## config.mk

```make
export PLATFORM = sky130hd
export DESIGN_NAME = axis_rr_packet_arbiter_flat
export DESIGN_NICKNAME = d
export VERILOG_FILES = /design/src/rtl/axis_rr_packet_arbiter_if.sv /design/src/rtl/axis_rr_packet_arbiter.sv /design/src/flat_wrapper.sv
export SDC_FILE = /design/constraint.sdc
export NUM_CORES = 1
export LEC_CHECK = 0
export CORE_MARGIN = 10
export CORE_UTILIZATION = 40
export CTS_CLUSTER_DIAMETER = 40
export DETAILED_ROUTE_END_ITERATION = 10
export GPL_TIMING_DRIVEN = 0
export PLACE_DENSITY = 0.95
export SLEW_MARGIN = 10
export SYNTH_ARGS = -nofsm -noshare
export SYNTH_HDL_FRONTEND = slang
export SYNTH_SLANG_ARGS = --single-unit
```

## constraint.sdc

```tcl
create_clock -name clk -period 4.01 [get_ports clk]
set_clock_uncertainty 0.15 [all_clocks]
set_input_delay 0.802 -clock clk [delete_from_list [all_inputs] [get_ports clk]]
set_output_delay 0.802 -clock clk [all_outputs]
set_load 0.02 [all_outputs]
```

## src/rtl/axis_rr_packet_arbiter_if.sv

```systemverilog
// Bundle of the NUM_SRC slave streams and the merged master stream of the arbiter.
// The master modport is the arbiter's view; the slave modport is the surrounding logic's view.
interface axis_rr_packet_arbiter_if #(
   parameter int unsigned NUM_SRC    = 4,
   parameter int unsigned DATA_WIDTH = 32,
   parameter int unsigned ID_WIDTH   = 2
);
   logic [NUM_SRC*DATA_WIDTH-1:0] s_tdata;
   logic [NUM_SRC-1:0]            s_tvalid;
   logic [NUM_SRC-1:0]            s_tlast;
   logic [NUM_SRC-1:0]            s_tready;
   logic [DATA_WIDTH-1:0]         m_tdata;
   logic                          m_tvalid;
   logic                          m_tlast;
   logic [ID_WIDTH-1:0]           m_tuser;
   logic                          m_tready;

   modport master (
      input  s_tdata, s_tvalid, s_tlast, m_tready,
      output s_tready, m_tdata, m_tvalid, m_tlast, m_tuser
   );

   modport slave (
      output s_tdata, s_tvalid, s_tlast, m_tready,
      input  s_tready, m_tdata, m_tvalid, m_tlast, m_tuser
   );
endinterface

```

## src/rtl/axis_rr_packet_arbiter.sv

```systemverilog
// Packet-granular round-robin arbiter merging NUM_SRC AXI-Stream sources onto one
// registered master port; the grant is held from the first beat to tlast.
module axis_rr_packet_arbiter #(
   parameter int unsigned NUM_SRC    = 4,
   parameter int unsigned DATA_WIDTH = 32,
   parameter int unsigned ID_WIDTH   = 2
) (
   input  logic                clk,
   input  logic                rst_n,
   axis_rr_packet_arbiter_if.master bus,
   output logic                busy,
   output logic [ID_WIDTH-1:0] grant_id
);

   typedef enum logic [0:0] {StIdle, StBusy} state_e;

   state_e                  state_q, state_d;
   logic [ID_WIDTH-1:0]     ptr_q, ptr_d;
   logic [ID_WIDTH-1:0]     grant_id_q, grant_id_d;
   logic                    m_tvalid_q, m_tvalid_d;
   logic                    m_tlast_q, m_tlast_d;
   logic [DATA_WIDTH-1:0]   m_tdata_q, m_tdata_d;
   logic [ID_WIDTH-1:0]     m_tuser_q, m_tuser_d;

   logic                    out_ok;
   logic                    accept;
   logic                    sel_valid;
   logic                    sel_last;
   logic [DATA_WIDTH-1:0]   sel_data;
   logic [2*NUM_SRC-1:0]    req_dbl;
   logic [NUM_SRC-1:0]      req_rot;
   logic                    req_found;
   logic [ID_WIDTH-1:0]     req_idx;
   logic [NUM_SRC-1:0]      s_tready;

   assign out_ok = !m_tvalid_q || bus.m_tready;
   assign accept = (state_q == StBusy) && sel_valid && out_ok;

   always_comb begin
      sel_valid = 1'b0;
      sel_last  = 1'b0;
      sel_data  = '0;
      for (int unsigned i = 0; i < NUM_SRC; i++) begin
         if (grant_id_q == ID_WIDTH'(i)) begin
            sel_valid = bus.s_tvalid[i];
            sel_last  = bus.s_tlast[i];
            sel_data  = bus.s_tdata[i*DATA_WIDTH +: DATA_WIDTH];
         end
      end
   end

   // Rotate requests so bit 0 is the port at ptr, then take the first set bit.
   always_comb begin
      req_dbl   = {bus.s_tvalid, bus.s_tvalid} >> ptr_q;
      req_rot   = req_dbl[NUM_SRC-1:0];
      req_found = 1'b0;
      req_idx   = '0;
      for (int unsigned k = 0; k < NUM_SRC; k++) begin
         if (!req_found && req_rot[k]) begin
            req_found = 1'b1;
            req_idx   = ID_WIDTH'((32'(ptr_q) + k) % NUM_SRC);
         end
      end
   end

   always_comb begin
      for (int unsigned i = 0; i < NUM_SRC; i++) begin
         s_tready[i] = (state_q == StBusy) && (grant_id_q == ID_WIDTH'(i)) && out_ok;
      end
   end

   always_comb begin
      state_d    = state_q;
      ptr_d      = ptr_q;
      grant_id_d = grant_id_q;
      m_tvalid_d = m_tvalid_q;
      m_tlast_d  = m_tlast_q;
      m_tdata_d  = m_tdata_q;
      m_tuser_d  = m_tuser_q;

      unique case (state_q)
         StIdle: begin
            if (req_found) begin
               grant_id_d = req_idx;
               state_d    = StBusy;
            end
         end
         StBusy: begin
            if (accept && sel_last) begin
               state_d = StIdle;
               ptr_d   = ID_WIDTH'((32'(grant_id_q) + 1) % NUM_SRC);
            end
         end
         default: state_d = StIdle;
      endcase

      // A load takes priority; otherwise a taken beat empties the output stage.
      if (accept) begin
         m_tvalid_d = 1'b1;
         m_tdata_d  = sel_data;
         m_tlast_d  = sel_last;
         m_tuser_d  = grant_id_q;
      end else if (bus.m_tready) begin
         m_tvalid_d = 1'b0;
      end
   end

   always_ff @(posedge clk or negedge rst_n) begin
      if (!rst_n) begin
         state_q    <= StIdle;
         ptr_q      <= '0;
         grant_id_q <= '0;
         m_tvalid_q <= 1'b0;
         m_tlast_q  <= 1'b0;
         m_tdata_q  <= '0;
         m_tuser_q  <= '0;
      end else begin
         state_q    <= state_d;
         ptr_q      <= ptr_d;
         grant_id_q <= grant_id_d;
         m_tvalid_q <= m_tvalid_d;
         m_tlast_q  <= m_tlast_d;
         m_tdata_q  <= m_tdata_d;
         m_tuser_q  <= m_tuser_d;
      end
   end

   assign bus.s_tready = s_tready;
   assign bus.m_tvalid = m_tvalid_q;
   assign bus.m_tdata  = m_tdata_q;
   assign bus.m_tlast  = m_tlast_q;
   assign bus.m_tuser  = m_tuser_q;
   assign busy         = (state_q == StBusy);
   assign grant_id     = grant_id_q;

endmodule
```

## src/flat_wrapper.sv

```systemverilog
// flat-port wrapper written by rule: the top's interface ports become plain ports
module axis_rr_packet_arbiter_flat 
#(
   parameter int unsigned NUM_SRC    = 4,
   parameter int unsigned DATA_WIDTH = 32,
   parameter int unsigned ID_WIDTH   = 2
)
  (clk, rst_n, busy, grant_id, bus_s_tdata, bus_s_tvalid, bus_s_tlast, bus_m_tready, bus_s_tready, bus_m_tdata, bus_m_tvalid, bus_m_tlast, bus_m_tuser);
  axis_rr_packet_arbiter_if #(.NUM_SRC(NUM_SRC), .DATA_WIDTH(DATA_WIDTH), .ID_WIDTH(ID_WIDTH)) bus_i ();
  input  logic clk;
  input  logic rst_n;
  output logic busy;
  output logic [ID_WIDTH-1:0] grant_id;
  input wire logic [$bits(bus_i.s_tdata)-1:0] bus_s_tdata;
  input wire logic [$bits(bus_i.s_tvalid)-1:0] bus_s_tvalid;
  input wire logic [$bits(bus_i.s_tlast)-1:0] bus_s_tlast;
  input wire logic [$bits(bus_i.m_tready)-1:0] bus_m_tready;
  output wire logic [$bits(bus_i.s_tready)-1:0] bus_s_tready;
  output wire logic [$bits(bus_i.m_tdata)-1:0] bus_m_tdata;
  output wire logic [$bits(bus_i.m_tvalid)-1:0] bus_m_tvalid;
  output wire logic [$bits(bus_i.m_tlast)-1:0] bus_m_tlast;
  output wire logic [$bits(bus_i.m_tuser)-1:0] bus_m_tuser;
  assign bus_i.s_tdata = bus_s_tdata;
  assign bus_i.s_tvalid = bus_s_tvalid;
  assign bus_i.s_tlast = bus_s_tlast;
  assign bus_i.m_tready = bus_m_tready;
  assign bus_s_tready = bus_i.s_tready;
  assign bus_m_tdata = bus_i.m_tdata;
  assign bus_m_tvalid = bus_i.m_tvalid;
  assign bus_m_tlast = bus_i.m_tlast;
  assign bus_m_tuser = bus_i.m_tuser;
  axis_rr_packet_arbiter #(.NUM_SRC(NUM_SRC), .DATA_WIDTH(DATA_WIDTH), .ID_WIDTH(ID_WIDTH)) u_core (.clk(clk), .rst_n(rst_n), .bus(bus_i), .busy(busy), .grant_id(grant_id));
endmodule
```

==> results of run 1 <==
[cell usage in the layout, fill, tap and decap left out, types with 6 or more instances in the layout]
| cell type | netlist | layout |
|---|---|---|
| a221oi_1 | 32 | 32 |
| clkbuf_1 | 16 | 16 |
| clkdlybuf4s50_1 | 0 | 180 |
| dfrtp_1 | 41 | 41 |
| inv_1 | 9 | 9 |
| mux2_2 | 6 | 6 |
| mux2_4 | 29 | 29 |
| nand2_1 | 35 | 35 |
| nor2b_1 | 32 | 32 |
| o31ai_1 | 31 | 31 |
[power by group through the flow]
| stage | Combinational (W) | Clock [W] | Sequential, W |
|---|---|---|---|
| after floorplan | 0.00147 | 0 | 0.000964 |
| after global placement | 0.00254 | 0 | 0.000747 |
| after detailed placement | 0.00260 | 0 | 0.000761 |
| after CTS | 0.00261 | 0.000255 | 0.000756 |
| after global routing | 0.00277 | 0.000270 | 0.000783 |
| final | 0.00259 | 0.000248 | 0.000756 |
[cell usage after synthesis, drive strengths merged]
master	count	area share, %
a211oi	1	0.44
clkbuf	16	2.1
o2111ai	1	0.31
o21ai	4	0.70
ha	4	1.8
nand2b	1	0.22
nor4	1	0.22
inv	9	1.2
nand3b	1	0.26
a21oi	5	0.88
and2	1	0.22
o221ai	2	0.62
nand3	1	0.18
nor2b	32	7.0
nand2	35	4.6
and3	5	1.1
dfrtp	41	36
a22o	1	0.31
a21o	2	0.53
a2bb2oi	1	0.31
mux2	35	18
mux2i	3	1.1
nor2	2	0.26
a221oi	33	10
o31ai	31	8.2
buf	10	3.3
[layer usage]
metal / GRT usage [%] / vias up / wire length (um)
met4: 4.57 / 0 / 161
met5: 0 / - / 0
met2: 34.6 / 147 / 5910
met1: 24.8 / 1483 / 4810
li1: - / 1413 / -
met3: 5.76 / 12 / 897
[worst max path at each step]
stage                                   from         endpoint  slack, ps  cells after the start
after floorplan           u_core.grant_id[0]  bus_s_tready[3]       1400                      5
after global placement    u_core.grant_id[0]  bus_s_tready[3]        660                      6
after detailed placement  u_core.grant_id[0]  bus_s_tready[2]        630                      6
after CTS                 u_core.grant_id[0]  bus_s_tready[2]        300                      6
after global routing      u_core.grant_id[1]  bus_s_tready[3]        180                      6
final                     u_core.grant_id[0]  bus_s_tready[2]        330                      6
[per-stage QoR]
step / std cells / hold slack, ps / setup slack, ps / utilization [%] / power, W
floorplan: 278 / 356 / 1400 / - / 0.00243
detailed placement: 556 / 343 / 633 / 69.9 / 0.00336
CTS: 562 / 319 / 301 / 70.9 / 0.00362
finish: 562 / 313 / 329 / 70.9 / 0.00359
global placement: 555 / 340 / 659 / 69.5 / 0.00328
global route: 562 / 343 / 176 / 70.9 / 0.00383
[logic make-up after synthesis]
| group | count (synthesis) |
|---|---|
| mux | 38 |
| simple gates | 79 |
| flops | 41 |
| compound gates | 81 |
| buf+inv | 35 |
| fa+ha+maj | 4 |
[final cells by class]
class | instances | area (um2)
plain buffers | 26 | 155
clock buffers | 5 | 68.8
clock inverters | 1 | 5.00
fillers | 503 | 2000
inverters | 9 | 33.8
multi-input cells | 202 | 1630
flip-flops and latches | 41 | 1030
well taps | 96 | 120
repair buffers | 182 | 1830
[flip-flops by register name, summed over array words and instances, names as in the netlist]
signal,flops
u_core.bus.m_tvalid,1
u_core.busy,1
u_core.grant_id,2
u_core.ptr_q,2
u_core.bus.m_tlast,1
u_core.bus.m_tuser,2
u_core.bus.m_tdata,32
==> results.md, run 1 <==
* Reg power frac at a little over a fifth
* CP max FO at 10
* Adder-Cell Fraction of Synth Area at 1.76%
* WP data arrival at 2730 ps
* Final max-slew violation count at 0
* Die width at around 100 um
* Reg clk slew, reported paths at 80 ps
* Syn avg cell area at 10.2 um2
* Net Sw Power at roughly 0.0015 W
* DR iter-0 viols at around 110
* Syn Nets at about 420
* Final Hold Fails at 0
* Sw frac at 41.4%
* Netlist cell types at 32
* Gpl congestion at 0.837
* CP Capture Type: output port
* Nets at 610
* VDD IR max at 0.398 mV
* Hpwl dp at 9520 um
* Setup-failing EPs final at 0
* Vias per cell at about 5.4
* Htree depth at 2
* Worst skew pair latency at between 200 and 300 ps
* Min Clock Period, post-route at 3680 ps
* First-pass GRT wire length at between 15,000 and 20,000 um
* Synth Register Bits at 41
* Static leakage at 1.97 nW
* Worst path top cell family by delay: buffers and inverters
* Die area at 10,900 um2
* Final instance area at between 4000 and 5000 um2
* Post-CTS Hold Buffers at 0
* Hold Path Class: in -> async
* Xor/xnor cell area share of the yosys netlist at 0%
* Internal power at 0.00211 W
* Die height at around 100 um
* Synthesized area at between 2000 and 3000 um2
* Cells along the critical path: inv_1 -> ha_1 -> buf_2 -> clkbuf_1 -> and3_1 -> clkdlybuf4s50_1
* Buf/Inv on CP at 4
* First-pass iteration count of the detailed router at 4
* Root Driver: clkbuf_8
* Remaining max-slew budget at the tightest pin at a little under two thirds
* Peak Freq at 272 MHz
* Post-CTS Setup Bufs at 0
* Initial antenna violation count at 0
* CTS max path bufs at 2
* Gr ovfl total at 0
* RSZ-0062 raised after global routing: no
* Area fraction in compound gates after synthesis at 22.7%
* Core box area at 6870 um2
* Cells after Synth at 278
* Reg2reg setup slack at 1540 ps
* Number of synthesis warnings at 0
* PwrDens at between 700 and 800 nW/um2
* Sequential area share after synthesis at 36.1%
* Sink Count at 41
* Max-Cap Viols at 0
* Final period util at 91.8%
* Simple-gate share of the synthesized area at ~14%
* Vias in the first global route at 3,353
* Status: complete, no violations
* Reg2Reg Launch Point: u_core.grant_id[0]
* Combinational share of power at 72.0%
* TritonCTS Buffers at 5
* Setup TNS at 0 ps
* Routed len/inst at approximately 21 um
* DRT Wirelength at 11,800 um
* Total track usage at between 20 and 25%
* # IOs at 182
* Largest family of logic cells by synthesized area: compound AO/OA/AOI/OAI gates
* Critical Setup Path Class: reg -> out
* CP Data Required Time at 3060 ps
* Syn-to-layout area delta at 71.3%
* Number of cell rows at 30
* RR Endpoint: u_core.bus.m_tdata[16]
* Post-CTS Resized at 0
* Port buffer count at 181
* Number of routed nets with antenna violations at 0
* Clock power share at under 10%
* Largest net degree at the start of global routing at 24
* Placed cell area at 4800 um2
* CP max stage delay at roughly 600 ps
* Worst R2R Path Depth at 7
* Initial Util at just over 40%
* N_diodes at 0
* CTS tree: done
* Critical Path Slowest Stage Cell: clkdlybuf4s50_1
* Worst-Margin Slew at 544 ps
* Residual DRC at 0
* Mux cell area share after synthesis at 18.7%
* Layout cells sized above 1 at 11.8%
* Via Count at 3,055
* Startpoint Class: flip-flop
Power figures use the tool's default switching activity.
==> inputs of run 2 (changes only) <==
- CORE_UTILIZATION: 40 -> 55
- DONT_BUFFER_PORTS: default -> 1
- PLACE_DENSITY: 0.95 -> 0.79
==> run 2 against run 1 <==
- global-route usage grew 0.17 points
- combinational power is 33% lower
- non-clock buffer count is 182 lower
- register-to-register slack worse by 20 ps
- final cell count shrank 37%
- first-iteration DRC count rose by 21%
- flip-flop and latch count unchanged
- sequential share of layout area rose by 13 points
- critical endpoint is now bus_s_tready[3]
==> results.md, run 2 (synthesis gave the netlist of run 1 again) <==
* CP Capture Type: output port
* PwrDens at 1010 nW/um2 (+37%)
* Via Count at 2,335 (-24%)
* TritonCTS Buffers at 5 (unchanged)
* Static leakage at 1.27 nW (-36%)
* Fill cells at 467 (-7.2%)
* CP Data Required Time at 3060 ps (about the same)
* Reg clk slew, reported paths at 80 ps (about the same)
* Initial Util at 56.0% (+15 points)
* Hpwl dp at 7140 um (-25%)
* Peak Freq at 305 MHz (+12%)
* Final Hold Fails at 0 (unchanged)
* CP max FO at 10 (unchanged)
* Setup TNS at 0 ps (unchanged)
* Worst-Margin Slew at 568 ps (+23.9 ps)
* PnR Total Power at 0.00304 W (-15%)
* Buf/Inv on CP at 3 (-1)
* Min Clock Period, post-route at 3280 ps (-405 ps)
* Die area at 8450 um2 (-22%)
* Setup WS pre-CTS at 988 ps (+356 ps)
* Largest net degree at the start of global routing at 42 (+75%)
* Die width at 91.9 um (-12%)
* Commonest non-fill, non-tap cell in the layout: dfrtp_1
* Setup-failing EPs final at 0 (unchanged)
* Post-CTS Resized at 0 (unchanged)
* CTS max path bufs at 2 (unchanged)
* Remaining max-slew budget at the tightest pin at 62.2% (-1.6 points)
* # IOs at 182 (unchanged)
* Die height at 91.9 um (-12%)
* Gpl congestion at 0.833 (-0.50%)
* Root Driver: clkbuf_8
* Residual DRC at 0 (unchanged)
* Syn-to-layout area delta at 6.12%
* N_diodes at 0 (unchanged)
* Nets at 428 (-30%)
* Max-Cap Viols at 0 (unchanged)
* First-pass iteration count of the detailed router at 5 (+1)
* Worst path top cell family by delay: buffers and inverters
* VDD IR max at 0.447 mV (+12%)
* Htree depth at 2 (unchanged)
* Critical Setup Path Class: reg -> out
* Post-CTS Hold Buffers at 0 (unchanged)
* Startpoint Class: flip-flop
* Initial antenna violation count at 0 (unchanged)
* Hold Path Class: in -> async
* Worst R2R Path Depth at 8 (+1)
* Routed len/inst at 25.3 um (+21%)
* DR iter-0 viols at 134 (+21%)
* Number of routed nets with antenna violations at 0 (unchanged)
* CP max stage delay at 560 ps (-50 ps)
* Critical Path Slowest Stage Cell: dfrtp_1
* Stages on the worst setup path at 5 (-1)
* First-pass GRT wire length at 14,000 um (-23%)
* Top cell by count, worst path: clkbuf_1
* Vias in the first global route at 2,480 (-26%)
* WP data arrival at 2320 ps (-410 ps)
* Post-CTS Setup Bufs at 0 (unchanged)
* Total track usage at 20.5% (+0.17 points)
* Final max-slew violation count at 0 (unchanged)
* Cells along the critical path: ha_1 -> buf_6 -> clkbuf_1 -> clkbuf_1 -> and3_1
* Commonest cells after routing, fill and taps aside: 41 x dfrtp_1, 35 x nand2_1, 32 x a221oi_1, 32 x nor2b_1, 31 x o31ai_1
* Max reg flops at 32 (unchanged)
* Register area at 1030 um2 (unchanged)
* Number of cell rows at 26 (-13%)
* CTS tree: done
* Worst skew pair latency at 290 ps (about the same)
* Sink Count at 41 (unchanged)
* Final period util at 81.7% (-10 points)
* Status: complete, no violations
* Vias per cell at 6.58 (+21%)
* Port buffer count at 0 (-100%)
* Gr ovfl total at 0 (unchanged)
* Core box area at 5070 um2 (-26%)
* RSZ-0062 raised after global routing: no
* Fin worst setup slack at 733 ps (+405 ps)
* DRT Wirelength at 8980 um (-24%)
* Area of the multi-input gates at 1630 um2 (unchanged)
* Layout cells sized above 1 at 18.6% (+6.8 points)
## run 2: metal layers
| layer | track usage, % | part of all wire [%] | up-vias |
|---|---|---|---|
| li1 | - | - | 1053 |
| met1 | 24.6 | 38 | 1128 |
| met2 | 33.0 | 49 | 148 |
| met3 | 9.70 | 12 | 6 |
| met4 | 4.11 | 0.61 | 0 |
| met5 | 0 | 0 | - |
## run 2: path summary, 6_finish.rpt
check                                         end                from  slack (ps)
max                               bus_s_tready[3]  u_core.grant_id[0]         730
min                        u_core.bus.m_tdata[25]               rst_n          50
max reg2reg                u_core.bus.m_tdata[26]  u_core.grant_id[1]        1520
min reg2reg                       u_core.ptr_q[0]     u_core.ptr_q[0]         460
max in group asynchronous  u_core.bus.m_tdata[11]               rst_n        3580
min in group clk                  u_core.ptr_q[0]     u_core.ptr_q[0]         460
## run 2: area by class of cell
cell class | instances | area share, %
buffer | 26 | 5.14
clock buffer | 7 | 2.86
inverter | 9 | 1.12
sequential | 41 | 34.0
multi-input combinational | 202 | 54.0
tap | 70 | 2.90
## run 2: where the power goes
group | switching [W] | leakage (nW) | total (W) | internal (W)
registers | 0.000413 | 0.506 | 0.00103 | 0.000619
logic | 0.000810 | 0.715 | 0.00174 | 0.000928
clock network | 0.000136 | 0.0443 | 0.000272 | 0.000137
total | 0.00136 | 1.27 | 0.00304 | 0.00168
## run 2: stage by stage
step                      instance area (um2)  hold slack, ps  instances  utilization (%)
after floorplan                          2840             356        278                -
after global routing                     3020            27.5        355             59.5
after detailed placement                 2930             357        348             57.8
after CTS                                3020            37.0        355             59.5
final                                    3020            49.4        355             59.5
after global placement                   2930             358        348             57.8
==> inputs of run 3 (changes only) <==
- clock period: 4.01 -> 3.2 ns (I/O delays scaled with it)
==> run 3 against run 2 <==
- cell area up 0.58%
- combinational power up 26%
- setup slack lost 520 ps
- sequential share of layout area fell by 0.20 points
- hold slack lost 16 ps
==> results.md, run 3 (synthesis gave the netlist of run 1 again) <==
* WP data arrival at 2200 ps (-120 ps)
* Routed len/inst at 25.7 um (+1.4%)
* Worst-Margin Slew at 562 ps (-5.97 ps)
* Area of the multi-input gates at 1630 um2 (unchanged)
* First-pass iteration count of the detailed router at 5 (unchanged)
* Post-CTS Setup Bufs at 0 (unchanged)
* CTS max path bufs at 2 (unchanged)
* Commonest non-fill, non-tap cell in the layout: dfrtp_1
* Start point of the critical path: u_core.grant_id[0]
* Vias in the first global route at 2,519 (+1.6%)
* Commonest cells after routing, fill and taps aside: 41 x dfrtp_1, 35 x nand2_1, 32 x a221oi_1, 32 x nor2b_1, 31 x o31ai_1
* TritonCTS Buffers at 5 (unchanged)
* Via Count at 2,344 (+0.39%)
* Reg2reg setup slack at 600 ps (-920 ps)
* Gpl congestion at 0.833 (unchanged)
* Hold Worst Slack at 33.8 ps (-15.6 ps)
* Worst R2R Path Depth at 7 (-1)
* Fill cells at 464 (-0.64%)
* Hpwl dp at 7140 um (unchanged)
* DR iter-0 viols at 117 (-13%)
* N_diodes at 0 (unchanged)
* Nets at 428 (unchanged)
* Number of routed nets with antenna violations at 0 (unchanged)
* RSZ-0062 raised after global routing: no
* Htree depth at 2 (unchanged)
* Final max-slew violation count at 0 (unchanged)
* PwrDens at 1260 nW/um2 (+25%)
* Die width at 91.9 um (unchanged)
* CP Capture Type: output port
* # IOs at 182 (unchanged)
* CP max FO at 10 (unchanged)
* Fin worst setup slack at 210 ps (-524 ps)
* Min Clock Period, post-route at ~3000 ps
* Remaining max-slew budget at the tightest pin at 62.6% (+0.40 points)
* Peak Freq at 334 MHz
* Critical Setup Path Class: reg -> out
* Total track usage at 20.8% (+0.25 points)
* Die area at 8450 um2 (unchanged)
* Largest net degree at the start of global routing at 42 (unchanged)
* Worst skew pair latency at 290 ps (about the same)
* Core box area at 5070 um2 (unchanged)
* Port buffer count at 0 (unchanged)
* Gr ovfl total at 0 (unchanged)
* Max-Cap Viols at 0 (unchanged)
* CP Data Required Time at 2410 ps (-650 ps)
* Layout cells sized above 1 at 19.3% (+0.70 points)
* Reg clk slew, reported paths at 80 ps (about the same)
* Syn-to-layout area delta at 6.73%
* Reg2Reg Launch Point: u_core.grant_id[0]
* Initial antenna violation count at 0 (unchanged)
* Initial Util at 56.0% (unchanged)
* CTS tree: done
* Static leakage at 1.28 nW (+0.91%)
* Hold Path Class: in -> async
* Startpoint Class: flip-flop
* Final Hold Fails at 0 (unchanged)
* DRT Wirelength at 9110 um (+1.4%)
* Vias per cell at 6.60 (+0.39%)
* Setup-failing EPs final at 0 (unchanged)
* Final period util at approximately 93%
* Setup TNS at 0 ps (unchanged)
* Register area at 1030 um2 (unchanged)
* Setup WS pre-CTS at 340 ps (-648 ps)
* Max reg flops at 32 (unchanged)
* Sink Count at 41 (unchanged)
* VDD IR max at 0.570 mV (+28%)
* Die height at 91.9 um (unchanged)
* Root Driver: clkbuf_8
* First-pass GRT wire length at 14,100 um (+1.0%)
* Residual DRC at 0 (unchanged)
* Number of cell rows at 26 (unchanged)
* Status: complete, no violations
run 3: changes by cell type in the layout (fill, tap and decap cells not counted), sizes merged:
cell,delta
buf,+1
clkbuf,-1
run 3: worst paths after layout:
check | end
setup / recovery | bus_s_tready[3]
hold reg to reg | u_core.ptr_q[0]
min in group clk | u_core.bus.m_tdata[18]
setup reg to reg | u_core.bus.m_tdata[19]
hold / removal | u_core.bus.m_tdata[25]
max in group asynchronous | u_core.bus.m_tdata[11]
run 3: through the flow:
| stage | total power, W | area (um2) | instances | util (%) |
|---|---|---|---|---|
| 2_1_floorplan | 0.00304 | 2840 | 278 | - |
| 3_3_place_gp | 0.00343 | 2930 | 348 | 57.8 |
| 3_5_place_dp | 0.00349 | 2930 | 348 | 57.8 |
| 4_1_cts | 0.00386 | 3040 | 356 | 59.9 |
| 5_1_grt | 0.00410 | 3040 | 355 | 59.8 |
| 6_report | 0.00383 | 3040 | 355 | 59.8 |
run 3: worst max-delay path, stage by stage, from the launching register on:
cell and delay, ps:
dfrtp_1 570, ha_1 230, buf_6 120, clkbuf_1 350, clkbuf_2 320, and3_1 330
run 3: timing repair:
action,CTS,global route
endpoints found under the hold margin,41,0
endpoints found under the setup margin,0,2
hold buffers,1,0
resized for setup,0,2
run 3: layout make-up:
cell class | instances | share of cell area (%)
tap | 70 | 2.89
buffer | 25 | 5.03
inverter | 9 | 1.11
timing repair buffer | 1 | 0.660
sequential | 41 | 33.8
clock buffer | 7 | 2.84
multi-input combinational | 202 | 53.7
run 3: power by group:
group	switching, W	internal (W)	total (W)	leakage, nW
clock	0.000171	0.000171	0.000342	0.0443
combinational	0.00103	0.00117	0.00219	0.727
sequential	0.000517	0.000776	0.00129	0.506
run 3: per-layer routing:
metal	vias up	wire [um]	GRT usage, %
li1	1052	-	-
met1	1126	3480	24.5
met2	154	4360	33.0
met3	12	1140	10.1
met4	0	131	5.53
met5	-	0	0
